$ cat src/rtl/branch_predict_unit_if.sv
// Fetch/execute-side signal bundle for the branch predict unit.
// The master side drives the pipeline inputs; the slave side is the predictor.
interface branch_predict_unit_if #(
  parameter int XLEN = 32
);
  logic [XLEN-1:0] f_pc;
  logic            pred_taken;
  logic            e_valid;
  logic [XLEN-1:0] e_pc;
  logic [6:0]      opcode_e;
  logic [2:0]      fun3_e;
  logic [XLEN-1:0] fwd_a;
  logic [XLEN-1:0] fwd_b;
  logic            e_pred_taken;
  logic            intr;
  logic [1:0]      redirect;
  logic            redir_seq;
  logic [31:0]     br_cnt;
  logic [31:0]     mis_cnt;

  modport master (
    output f_pc, e_valid, e_pc, opcode_e, fun3_e, fwd_a, fwd_b, e_pred_taken, intr,
    input  pred_taken, redirect, redir_seq, br_cnt, mis_cnt
  );

  modport slave (
    input  f_pc, e_valid, e_pc, opcode_e, fun3_e, fwd_a, fwd_b, e_pred_taken, intr,
    output pred_taken, redirect, redir_seq, br_cnt, mis_cnt
  );
endinterface

$ cat src/rtl/branch_predict_unit.sv
// Bimodal 2-bit branch predictor with execute-stage resolution, redirect
// generation (trap > branch mispredict > jump) and saturating statistics.
module branch_predict_unit #(
  parameter int          XLEN      = 32,
  parameter int          BHT_DEPTH = 64,
  parameter logic [1:0]  CTR_INIT  = 2'b01
) (
  input  logic                  clk,
  input  logic                  rst,
  branch_predict_unit_if.slave  bus
);

  localparam int         IDX_W     = $clog2(BHT_DEPTH);
  localparam logic [6:0] OP_BRANCH = 7'b1100011;
  localparam logic [6:0] OP_JAL    = 7'b1101111;
  localparam logic [6:0] OP_JALR   = 7'b1100111;
  localparam logic [6:0] OP_SYSTEM = 7'b1110011;

  logic [1:0]       bht [BHT_DEPTH];
  logic [IDX_W-1:0] f_idx;
  logic [IDX_W-1:0] e_idx;
  logic             actual;
  logic             upd;
  logic             mispred;
  logic [1:0]       redirect;
  logic             redir_seq;
  logic [31:0]      br_cnt_q;
  logic [31:0]      mis_cnt_q;
  logic             unused_pc_bits;

  assign f_idx = bus.f_pc[IDX_W+1:2];
  assign e_idx = bus.e_pc[IDX_W+1:2];
  assign unused_pc_bits = ^{bus.f_pc[XLEN-1:IDX_W+2], bus.f_pc[1:0],
                            bus.e_pc[XLEN-1:IDX_W+2], bus.e_pc[1:0]};

  // Lookup reads the stored value only, so a same-cycle update is not bypassed.
  assign bus.pred_taken = bht[f_idx][1];

  always_comb begin
    actual = 1'b0;
    case (bus.fun3_e)
      3'b000:  actual = (bus.fwd_a == bus.fwd_b);
      3'b001:  actual = (bus.fwd_a != bus.fwd_b);
      3'b100:  actual = ($signed(bus.fwd_a) <  $signed(bus.fwd_b));
      3'b101:  actual = ($signed(bus.fwd_a) >= $signed(bus.fwd_b));
      3'b110:  actual = (bus.fwd_a <  bus.fwd_b);
      3'b111:  actual = (bus.fwd_a >= bus.fwd_b);
      default: actual = 1'b0;
    endcase
  end

  always_comb begin
    redirect  = 2'b00;
    redir_seq = 1'b0;
    upd       = 1'b0;
    mispred   = 1'b0;
    if (bus.intr) begin
      redirect = 2'b10;
    end else if (bus.e_valid && bus.opcode_e == OP_SYSTEM && bus.fun3_e == 3'b000) begin
      redirect = 2'b10;
    end else if (bus.e_valid && bus.opcode_e == OP_BRANCH) begin
      upd     = 1'b1;
      mispred = (actual != bus.e_pred_taken);
      if (mispred) begin
        redirect  = 2'b01;
        redir_seq = ~actual;
      end
    end else if (bus.e_valid && (bus.opcode_e == OP_JAL || bus.opcode_e == OP_JALR)) begin
      redirect = 2'b01;
    end
  end

  assign bus.redirect  = redirect;
  assign bus.redir_seq = redir_seq;

  always_ff @(posedge clk or posedge rst) begin
    if (rst) begin
      for (int i = 0; i < BHT_DEPTH; i++) bht[i] <= CTR_INIT;
    end else if (upd) begin
      if (actual && bht[e_idx] != 2'b11)
        bht[e_idx] <= bht[e_idx] + 2'd1;
      else if (!actual && bht[e_idx] != 2'b00)
        bht[e_idx] <= bht[e_idx] - 2'd1;
    end
  end

  always_ff @(posedge clk or posedge rst) begin
    if (rst) begin
      br_cnt_q  <= '0;
      mis_cnt_q <= '0;
    end else if (upd) begin
      if (br_cnt_q != '1) br_cnt_q <= br_cnt_q + 32'd1;
      if (mispred && mis_cnt_q != '1) mis_cnt_q <= mis_cnt_q + 32'd1;
    end
  end

  assign bus.br_cnt  = br_cnt_q;
  assign bus.mis_cnt = mis_cnt_q;

endmodule

$ cat src/flat_wrapper.sv
// flat-port wrapper written by rule: the top's interface ports become plain ports
module branch_predict_unit_flat 
#(
  parameter int          XLEN      = 32,
  parameter int          BHT_DEPTH = 64,
  parameter logic [1:0]  CTR_INIT  = 2'b01
)
  (clk, rst, bus_f_pc, bus_e_valid, bus_e_pc, bus_opcode_e, bus_fun3_e, bus_fwd_a, bus_fwd_b, bus_e_pred_taken, bus_intr, bus_pred_taken, bus_redirect, bus_redir_seq, bus_br_cnt, bus_mis_cnt);
  branch_predict_unit_if #(.XLEN(XLEN)) bus_i ();
  input  logic clk;
  input  logic rst;
  input wire logic [$bits(bus_i.f_pc)-1:0] bus_f_pc;
  input wire logic [$bits(bus_i.e_valid)-1:0] bus_e_valid;
  input wire logic [$bits(bus_i.e_pc)-1:0] bus_e_pc;
  input wire logic [$bits(bus_i.opcode_e)-1:0] bus_opcode_e;
  input wire logic [$bits(bus_i.fun3_e)-1:0] bus_fun3_e;
  input wire logic [$bits(bus_i.fwd_a)-1:0] bus_fwd_a;
  input wire logic [$bits(bus_i.fwd_b)-1:0] bus_fwd_b;
  input wire logic [$bits(bus_i.e_pred_taken)-1:0] bus_e_pred_taken;
  input wire logic [$bits(bus_i.intr)-1:0] bus_intr;
  output wire logic [$bits(bus_i.pred_taken)-1:0] bus_pred_taken;
  output wire logic [$bits(bus_i.redirect)-1:0] bus_redirect;
  output wire logic [$bits(bus_i.redir_seq)-1:0] bus_redir_seq;
  output wire logic [$bits(bus_i.br_cnt)-1:0] bus_br_cnt;
  output wire logic [$bits(bus_i.mis_cnt)-1:0] bus_mis_cnt;
  assign bus_i.f_pc = bus_f_pc;
  assign bus_i.e_valid = bus_e_valid;
  assign bus_i.e_pc = bus_e_pc;
  assign bus_i.opcode_e = bus_opcode_e;
  assign bus_i.fun3_e = bus_fun3_e;
  assign bus_i.fwd_a = bus_fwd_a;
  assign bus_i.fwd_b = bus_fwd_b;
  assign bus_i.e_pred_taken = bus_e_pred_taken;
  assign bus_i.intr = bus_intr;
  assign bus_pred_taken = bus_i.pred_taken;
  assign bus_redirect = bus_i.redirect;
  assign bus_redir_seq = bus_i.redir_seq;
  assign bus_br_cnt = bus_i.br_cnt;
  assign bus_mis_cnt = bus_i.mis_cnt;
  branch_predict_unit #(.XLEN(XLEN), .BHT_DEPTH(BHT_DEPTH), .CTR_INIT(CTR_INIT)) u_core (.clk(clk), .rst(rst), .bus(bus_i));
endmodule
$ cat config.mk
export PLATFORM = sky130hd
export DESIGN_NAME = branch_predict_unit_flat
export DESIGN_NICKNAME = d
export VERILOG_FILES = /design/src/rtl/branch_predict_unit_if.sv /design/src/rtl/branch_predict_unit.sv /design/src/flat_wrapper.sv
export SDC_FILE = /design/constraint.sdc
export NUM_CORES = 1
export LEC_CHECK = 0
export ABC_AREA = 0
export CORE_ASPECT_RATIO = 0.6
export CORE_MARGIN = 3
export CORE_UTILIZATION = 46
export CTS_CLUSTER_DIAMETER = 50
export DETAILED_ROUTE_END_ITERATION = 10
export PLACE_DENSITY = 0.8
export SLEW_MARGIN = 5
export SYNTH_ARGS = -nofsm -noshare
export SYNTH_HDL_FRONTEND = slang
export SYNTH_SLANG_ARGS = --single-unit
export TNS_END_PERCENT = 5
$ cat constraint.sdc
create_clock -name clk -period 17.88 [get_ports clk]
set_input_delay 2.682 -clock clk [delete_from_list [all_inputs] [get_ports clk]]
set_output_delay 2.682 -clock clk [all_outputs]
set_load 0.005 [all_outputs]
# Word level (Yosys, flattened, before mapping)
# Index checks and enable logic that the tools add are counted.
[totals]
ff_bits = 192
in_bits = 143
out_inout_bits = 68
elab_cells = 139
[op_classes]
n_addsub = 4
magnitude_cmp = 7
eq_ne = 15
muxes = 28
bitwise = 3
n_reduce_logical = 16
[op_table]
columns = ["operator", "n"]
rows = [
  ["128-bit bitwise mux", 2],
  ["128-bit 2-to-1 mux", 2],
  ["32-bit by 1-bit adder with 32-bit output, second input constant", 2],
  ["32-bit greater-or-equal comparator", 2],
  ["32-bit < comparator", 2],
  ["32-bit != test, second input constant", 2],
  ["32-bit == test", 1],
  ["32-bit != test", 1],
  ["7-bit == test, second input constant", 4],
  ["2-bit binary-select mux with 6-bit select", 2],
  ["2-bit 2-to-1 mux", 8],
  ["7-bit greater-or-equal comparator, second input constant", 2],
  ["6-bit inverter with 7-bit output", 2],
  ["2-bit demux with 6-bit select", 1],
  ["3-bit == test, second input constant", 4],
  ["1-bit 2-to-1 mux", 12],
  ["1-bit logical AND", 8],
  ["7-bit by 1-bit < comparator with 1-bit output, second input constant", 1],
  ["1-bit case mux with 6 select lines", 1],
  ["2-bit AND reduction", 3],
  ["2-bit nonzero test", 2],
  ["3-bit by 1-bit == test with 1-bit output, second input constant", 1],
  ["3-bit logical NOT", 1],
  ["2-bit by 1-bit adder with 2-bit output, second input constant", 1],
  ["6 further kinds", 6],
]

# Longest topological paths before layout
# Gate-level depths: netlist of the first run.
[depth]
depth_word = 8
ltp_mapped = 20

# Worst setup path after synthesis of the first run
# No wires, ideal clock.
[synth_timing]
path_type = "input to output"
start = "input bus_fwd_b[26]"
end = "output bus_redirect[0]"
arrival_ns = 5.521
path_slack_ns = 9.677
path_stages = 15
n_path_buf = 2
cell_sequence = "inv_1 ha_1 nand4_2 nor4_2 nor4b_4 o41ai_1 a41o_1 or3_1 buf_6 buf_6 or2_2 ha_1 nor2_1 o21ai_0 nor3_1"
[synth_between]
elab_chain_cells = 7
elab_cells_between_ends = 12
cone_classes = "4 x order compare; 3 x eq/ne; 5 x mux"
[synth_rtl]
columns = ["item", "line_no", "source"]
rows = [
  ["start: declaration", "flat_wrapper.sv:18", "input wire logic [$bits(bus_i.fwd_b)-1:0] bus_fwd_b;"],
  ["32-bit greater-or-equal comparator, or another cell as far along", "branch_predict_unit.sv:47", "3'b111: actual = (bus.fwd_a >= bus.fwd_b);"],
  ["1-bit case mux with 6 select lines (*)", "branch_predict_unit.sv:41", "case (bus.fun3_e)"],
  ["1-bit != test (*)", "branch_predict_unit.sv:63", "mispred = (actual != bus.e_pred_taken);"],
  ["1-bit 2-to-1 mux (*)", "branch_predict_unit.sv:64", "if (mispred) begin"],
  ["2-bit 2-to-1 mux (*)", "branch_predict_unit.sv:61", "end else if (bus.e_valid && bus.opcode_e == OP_BRANCH) begin"],
  ["2-bit 2-to-1 mux (*)", "branch_predict_unit.sv:59", "end else if (bus.e_valid && bus.opcode_e == OP_SYSTEM && bus.fun3_e == 3'b000) begin"],
  ["2-bit 2-to-1 mux (*)", "branch_predict_unit.sv:57", "if (bus.intr) begin"],
  ["end: declaration", "flat_wrapper.sv:22", "output wire logic [$bits(bus_i.redirect)-1:0] bus_redirect;"],
]
# Every way passes the cells marked *; elsewhere a longest branch is shown, timed or not.

# Worst setup path after layout of the first run
# Ends and elaborated chain as after synthesis.

==> results of run 1 <==
==> cells by family (layout without fill, tap and decap cells) <==
family          after synthesis  after routing  share of synthesized area
xor+xnor                     63             63                     0.0511
flops                       192            192                      0.452
fa+ha+maj                    37             37                     0.0429
simple gates                228            228                      0.115
buf+inv                      99            241                     0.0389
mux                         153            153                      0.183
compound gates              184            184                      0.117
==> placed cells by master (no fill, tap or decap), drive strengths merged, types with 28 or more instances in the layout <==
cell type,netlist,routed
a21oi,81,81
clkdlybuf4s50,0,158
dfrtp,128,128
dfstp,64,64
ha,37,37
inv,45,49
mux2,131,131
nand2,43,43
nand3,28,28
nor2,40,40
o22ai,28,28
xnor2,37,37
==> synth_stat cells (all sizes together) (5+ instances only) <==
cell type / number / area, um2
mux4: 22 / 495
clkbuf: 38 / 143
xor2: 26 / 228
nand2: 43 / 161
a21oi: 81 / 510
xnor2: 37 / 324
or2: 6 / 37.5
nor2: 40 / 150
nand3: 28 / 140
a221oi: 6 / 52.6
dfstp: 64 / 1680
or3: 12 / 75.1
inv: 45 / 169
mux2: 131 / 1480
buf: 16 / 109
nor4: 13 / 87.6
and4: 5 / 43.8
and3: 10 / 62.6
a22oi: 24 / 180
ha: 37 / 463
dfrtp: 128 / 3200
or4: 5 / 48.8
o22ai: 28 / 175
nor3: 20 / 105
o21ai: 19 / 129
nand4: 27 / 175
==> power by group through the flow <==
stage	Sequential, uW	Clock (uW)	Combinational, uW
2_1_floorplan	444	0	65.4
3_3_place_gp	444	0	112
3_5_place_dp	445	0	114
4_1_cts	437	373	114
5_1_grt	437	389	126
6_report	437	366	117
==> worst paths after layout <==
| kind | depth (start not counted) | endpoint | startpoint | slack (ps) |
|---|---|---|---|---|
| hold reg to reg | 1 | u_core.bus.mis_cnt[12] | u_core.bus.mis_cnt[12] | 490 |
| setup reg to reg | 10 | u_core.bht[115] | flop | 13210 |
| max in group asynchronous | 3 | u_core.bus.br_cnt[19] | rst | 13410 |
| setup / recovery | 15 | bus_redirect[0] | bus_fwd_b[26] | 8210 |
| min in group asynchronous | 2 | u_core.bus.mis_cnt[26] | rst | 2800 |
| hold / removal | 1 | u_core.bus.mis_cnt[12] | u_core.bus.mis_cnt[12] | 490 |
==> critical path, cell delays in order <==
cell and delay [ps]:
clkdlybuf4s50_1 450, inv_1 40, ha_1 320, nand4_2 170, nor4_2 360, nor4b_4 340
o41ai_1 130, a41o_1 240, or3_1 680, or2_2 460, ha_1 290, nor2_1 80
o21ai_0 70, nor3_1 140, clkdlybuf4s50_1 520
==> final cells by class <==
| cell class | count | area [um2] | area share |
|---|---|---|---|
| multi-input combinational | 665 | 5500 | 0.419 |
| sequential | 192 | 4880 | 0.372 |
| timing repair buffer | 164 | 1630 | 0.124 |
| clock buffer | 20 | 447 | 0.0340 |
| tap | 308 | 385 | 0.0294 |
| inverter | 45 | 174 | 0.0133 |
| clock inverter | 12 | 106 | 0.00810 |
==> per-layer routing <==
metal | vias up | share of wire | track usage
li1 | 3804 | - | -
met1 | 4166 | 0.48 | 0.345
met2 | 303 | 0.43 | 0.325
met3 | 26 | 0.076 | 0.0598
met4 | 0 | 0.011 | 0.0510
met5 | - | 0 | 0
==> through the flow <==
step	total power, uW	instance area, um2	hold slack [ps]
global route	952	13100	518
floorplan	510	10800	476
CTS	924	13100	494
finish	919	13100	490
detailed placement	558	12600	483
global placement	556	12600	474
==> impl_metrics.toml, run 1 <==
[floorplanning]
start_util = 0.479
die_area_mm2 = 0.0254
coreArea_mm2 = 0.0225
io_pins = 211
rows = 42
fp.dieW_um = 204
die_h_um = 125

[synth]
async_flop_share = 1.00
synth_warnings = 0
syn-num-nets = 1136
yosysUniqueCellTypes = 61
yosys_most_used_dff = "dfrtp_1"
avgSynthCellArea_um2 = 11.3
synthCells = 956
yosysSeqAreaShare = 0.452
synth_area_mm2 = 0.0108
ys_seq_elements = 192
synth_edf_count = 0

[pwr]
p_int_uw = 663
leakage_uw = 0.00557
power.switching_uw = 256
p_comb_frac = 0.127
vdd_drop_max_mv = 0.0743
seq_power_share = 0.475
pwr_density_cell_mw_per_mm2 = 70.1
switching_share = 0.279
clock_power_share = 0.398

[timing]
period_share = 0.541
min_period_ps = 9670
setup_viol_count_final = 0
rsz0062_at_grt = "false"
slew_violations = 0
clock_skew_ps = 11.2
max_slew_margin = 0.190
fmax_mhz = 103
hold_viol_final = 0
worstMarginPinSlew_ps = 1210
setup-tns-final_ps = 0
fin_ws_ps = 8210

[cts]
cts_setup_buffers = 0
ctsHoldBuffers = 0
clk_pin_slew_ps = 60
cts_resized = 0
clk_path_buf_depth = 2
clk_latency_ps = 440
cts_made_buffers = 17
cts_root_buffer = "clkbuf_16"
cts_sinks = 192
h-tree-depth = 4
cts_tree = "done"

[layout]
fin_cells = 1406
areaGrowthSynthToFinish_pct = 21.5
fill_cells = 1868
utilization = 0.582
finalNetCount = 1265
layout-drive-gt1-share = 0.261
num_antenna_cells = 0

[grt]
overflow = 0
groute.usage.overall = 0.227
grt_pass1_vias = 8076
antenna_found_initial = 0
grt_max_degree = 106
grt_pass1_wl_mm = 45.9

[critical_path]
path_class = "input port to output port"
cp-end-kind = "output port"
cp-start-kind = "input port"
cp.arrival_ps = 6980
cp_max_fo = 18
critPathRequiredTime_ps = 15200

[detailed_routing]
drt_wl_total_mm = 29.0
drc = 0
drtIter0Drc = 783
wl_per_cell_um = 20.7
num_vias = 8299
ant_nets = 0
vias_per_cell = 5.90
drt_first_pass_iters = 5

[placed_design]
place_inst = 1374
portBuffers = 158
gp_congestion = 0.902
dp_worst_setup_slack_ps = 8240
dpl.hpwl_mm = 20.6

[status]
status = "finished clean"

[min_path]
min_path_type = "flop to flop"

[run]
drv_cap = 0
No activity file was read; power rests on OpenSTA's default activity.
==> run 2, diff against run 1 <==
--- a/config.mk
+++ b/config.mk
@@ -11,7 +11,7 @@
 export CORE_UTILIZATION = 46
 export CTS_CLUSTER_DIAMETER = 50
 export DETAILED_ROUTE_END_ITERATION = 10
-export PLACE_DENSITY = 0.8
+export PLACE_DENSITY = 0.83
 export SLEW_MARGIN = 5
 export SYNTH_ARGS = -nofsm -noshare
 export SYNTH_HDL_FRONTEND = slang
==> constraint.sdc (replaced) <==
create_clock -name clk -period 7.8 [get_ports clk]
set_input_delay 1.17 -clock clk [delete_from_list [all_inputs] [get_ports clk]]
set_output_delay 1.17 -clock clk [all_outputs]
set_load 0.005 [all_outputs]
==> run 2 against run 1 <==
Net effect:
- utilization is 0.37 points higher
- non-clock buffer count is 3 higher
- global-route usage is 0.32 points lower
- power is 140% higher
- sequential power is 130% higher
- critical path depth stayed put
==> impl_metrics.toml, run 2 (synthesis gave the netlist of run 1 again) <==
[cts]
clk_latency_ps = 440
cts_made_buffers = 17
cts_sinks = 192
cts_root_buffer = "clkbuf_16"
h-tree-depth = 4
ctsHoldBuffers = 0
cts_tree = "done"
clk_path_buf_depth = 2
cts_setup_buffers = 0
clk_pin_slew_ps = 80
cts_resized = 0

[critical_path]
slowest_stage = "or3_1"
cp-start-kind = "input port"
cpLargestDelayFamily = "simple AND/OR/NAND/NOR gates"
critPathMaxStageDelay_ps = 690
critPathRequiredTime_ps = 6630
cp_num_buf_inv = 3
cp_max_fo = 18
cp-end-kind = "output port"
path_cells = "clkdlybuf4s50_1 -> inv_1 -> ha_1 -> nand4_2 -> nor4_2 -> nor4b_4 -> o41ai_1 -> a41o_1 -> or3_1 -> or2_2 -> ha_1 -> nor2_1 -> o21ai_0 -> nor3_1 -> clkdlybuf4s50_1"
path_class = "input port to output port"
r2r_slack_ps = 3590
cp.arrival_ps = 5490

[detailed_routing]
vias_per_cell = 5.94
drc = 0
drt_first_pass_iters = 6
num_vias = 8370
wl_per_cell_um = 20.5
drt_wl_total_mm = 28.9
ant_nets = 0
drtIter0Drc = 749

[pwr]
p_comb_frac = 0.122
power.switching_uw = 562
vdd_drop_max_mv = 0.190
clock_power_share = 0.418
pwr_density_cell_mw_per_mm2 = 165
leakage_uw = 0.00562
seq_power_share = 0.459
switching_share = 0.258
p_int_uw = 1620

[timing]
setup-tns-final_ps = 0
hold_viol_final = 0
rsz0062_at_grt = "false"
worstMarginPinSlew_ps = 1200
period_share = 0.854
setup_viol_count_final = 0
max_slew_margin = 0.199
min_period_ps = 6660
slew_violations = 0
fmax_mhz = 150
fin_ws_ps = 1140
clock_skew_ps = 16.9

[layout]
ff_latch_area_mm2 = 0.00488
fill_cells = 1823
finalNetCount = 1268
final_common_cell = "clkdlybuf4s50_1"
final_cell_mix = "clkdlybuf4s50_1 (158), dfrtp_1 (128), mux2_2 (122)"
num_antenna_cells = 0
multiInputGateArea_mm2 = 0.00550
layout-drive-gt1-share = 0.266
areaGrowthSynthToFinish_pct = 22.3

[grt]
antenna_found_initial = 0
grt_max_degree = 116
grt_pass1_vias = 8257
groute.usage.overall = 0.224
overflow = 0
grt_pass1_wl_mm = 45.2

[placed_design]
dpl.hpwl_mm = 20.5
portBuffers = 158
dp_worst_setup_slack_ps = 1150
gp_congestion = 0.886

[run]
drv_cap = 0

[floorplanning]
io_pins = 211
fp.dieW_um = 204
coreArea_mm2 = 0.0225
start_util = 0.479
rows = 42
die_area_mm2 = 0.0254
die_h_um = 125

[min_path]
min_path_type = "flop to flop"

[status]
status = "finished clean"
==> run 2: cell types whose count changed in the layout (fill, tap and decap cells not counted) <==
| cell | delta |
|---|---|
| buf_4 | +3 |
| clkinv_2 | +3 |
| clkbuf_8 | +1 |
| clkbuf_1 | -2 |
| clkinv_1 | -1 |
| inv_8 | -2 |
| bufinv_16 | +3 |
| clkinv_8 | -1 |
| inv_6 | -1 |
==> run 2: cell type report <==
type,count,area share
clock buffer,19,0.0343
clock inverter,13,0.0121
inverter,45,0.0132
multi-input combinational,665,0.416
sequential,192,0.370
tap,308,0.0292
timing repair buffer,167,0.125
==> run 2: power groups by stage <==
stage / registers, uW / clock network [uW] / logic [uW]
3_5_place_dp: 1020 / 0 / 263
6_report: 1000 / 911 / 267
2_1_floorplan: 1020 / 0 / 150
5_1_grt: 1000 / 973 / 290
3_3_place_gp: 1020 / 0 / 256
4_1_cts: 1000 / 926 / 265
==> run 2: worst paths after layout <==
check,from,end,depth (start not counted)
max,bus_fwd_b[26],bus_redirect[0],15
min,u_core.bus.br_cnt[7],u_core.bus.br_cnt[7],1
max reg2reg,flop,u_core.bht[31],10
min reg2reg,u_core.bus.br_cnt[7],u_core.bus.br_cnt[7],1
max in group asynchronous,rst,u_core.bht[9],3
min in group asynchronous,rst,u_core.bus.mis_cnt[29],2
==> run 2: layer usage <==
layer / vias to the layer above / global-route usage / part of all wire / wire length (um)
li1: 3793 / - / - / -
met1: 4203 / 0.320 / 0.46 / 13200
met2: 333 / 0.331 / 0.44 / 12800
met3: 41 / 0.0744 / 0.084 / 2430
met4: 0 / 0.0505 / 0.016 / 470
met5: - / 0 / 0 / 0
==> run 2: stage by stage <==
step / utilization / total power (uW) / cell area (um2) / instances / hold slack (ps)
global route: 0.586 / 2260 / 13200 / 1409 / 506
floorplan: - / 1170 / 10800 / 956 / 476
CTS: 0.586 / 2190 / 13200 / 1409 / 490
global placement: 0.559 / 1270 / 12600 / 1377 / 473
detailed placement: 0.559 / 1280 / 12600 / 1377 / 478
finish: 0.586 / 2180 / 13200 / 1409 / 489
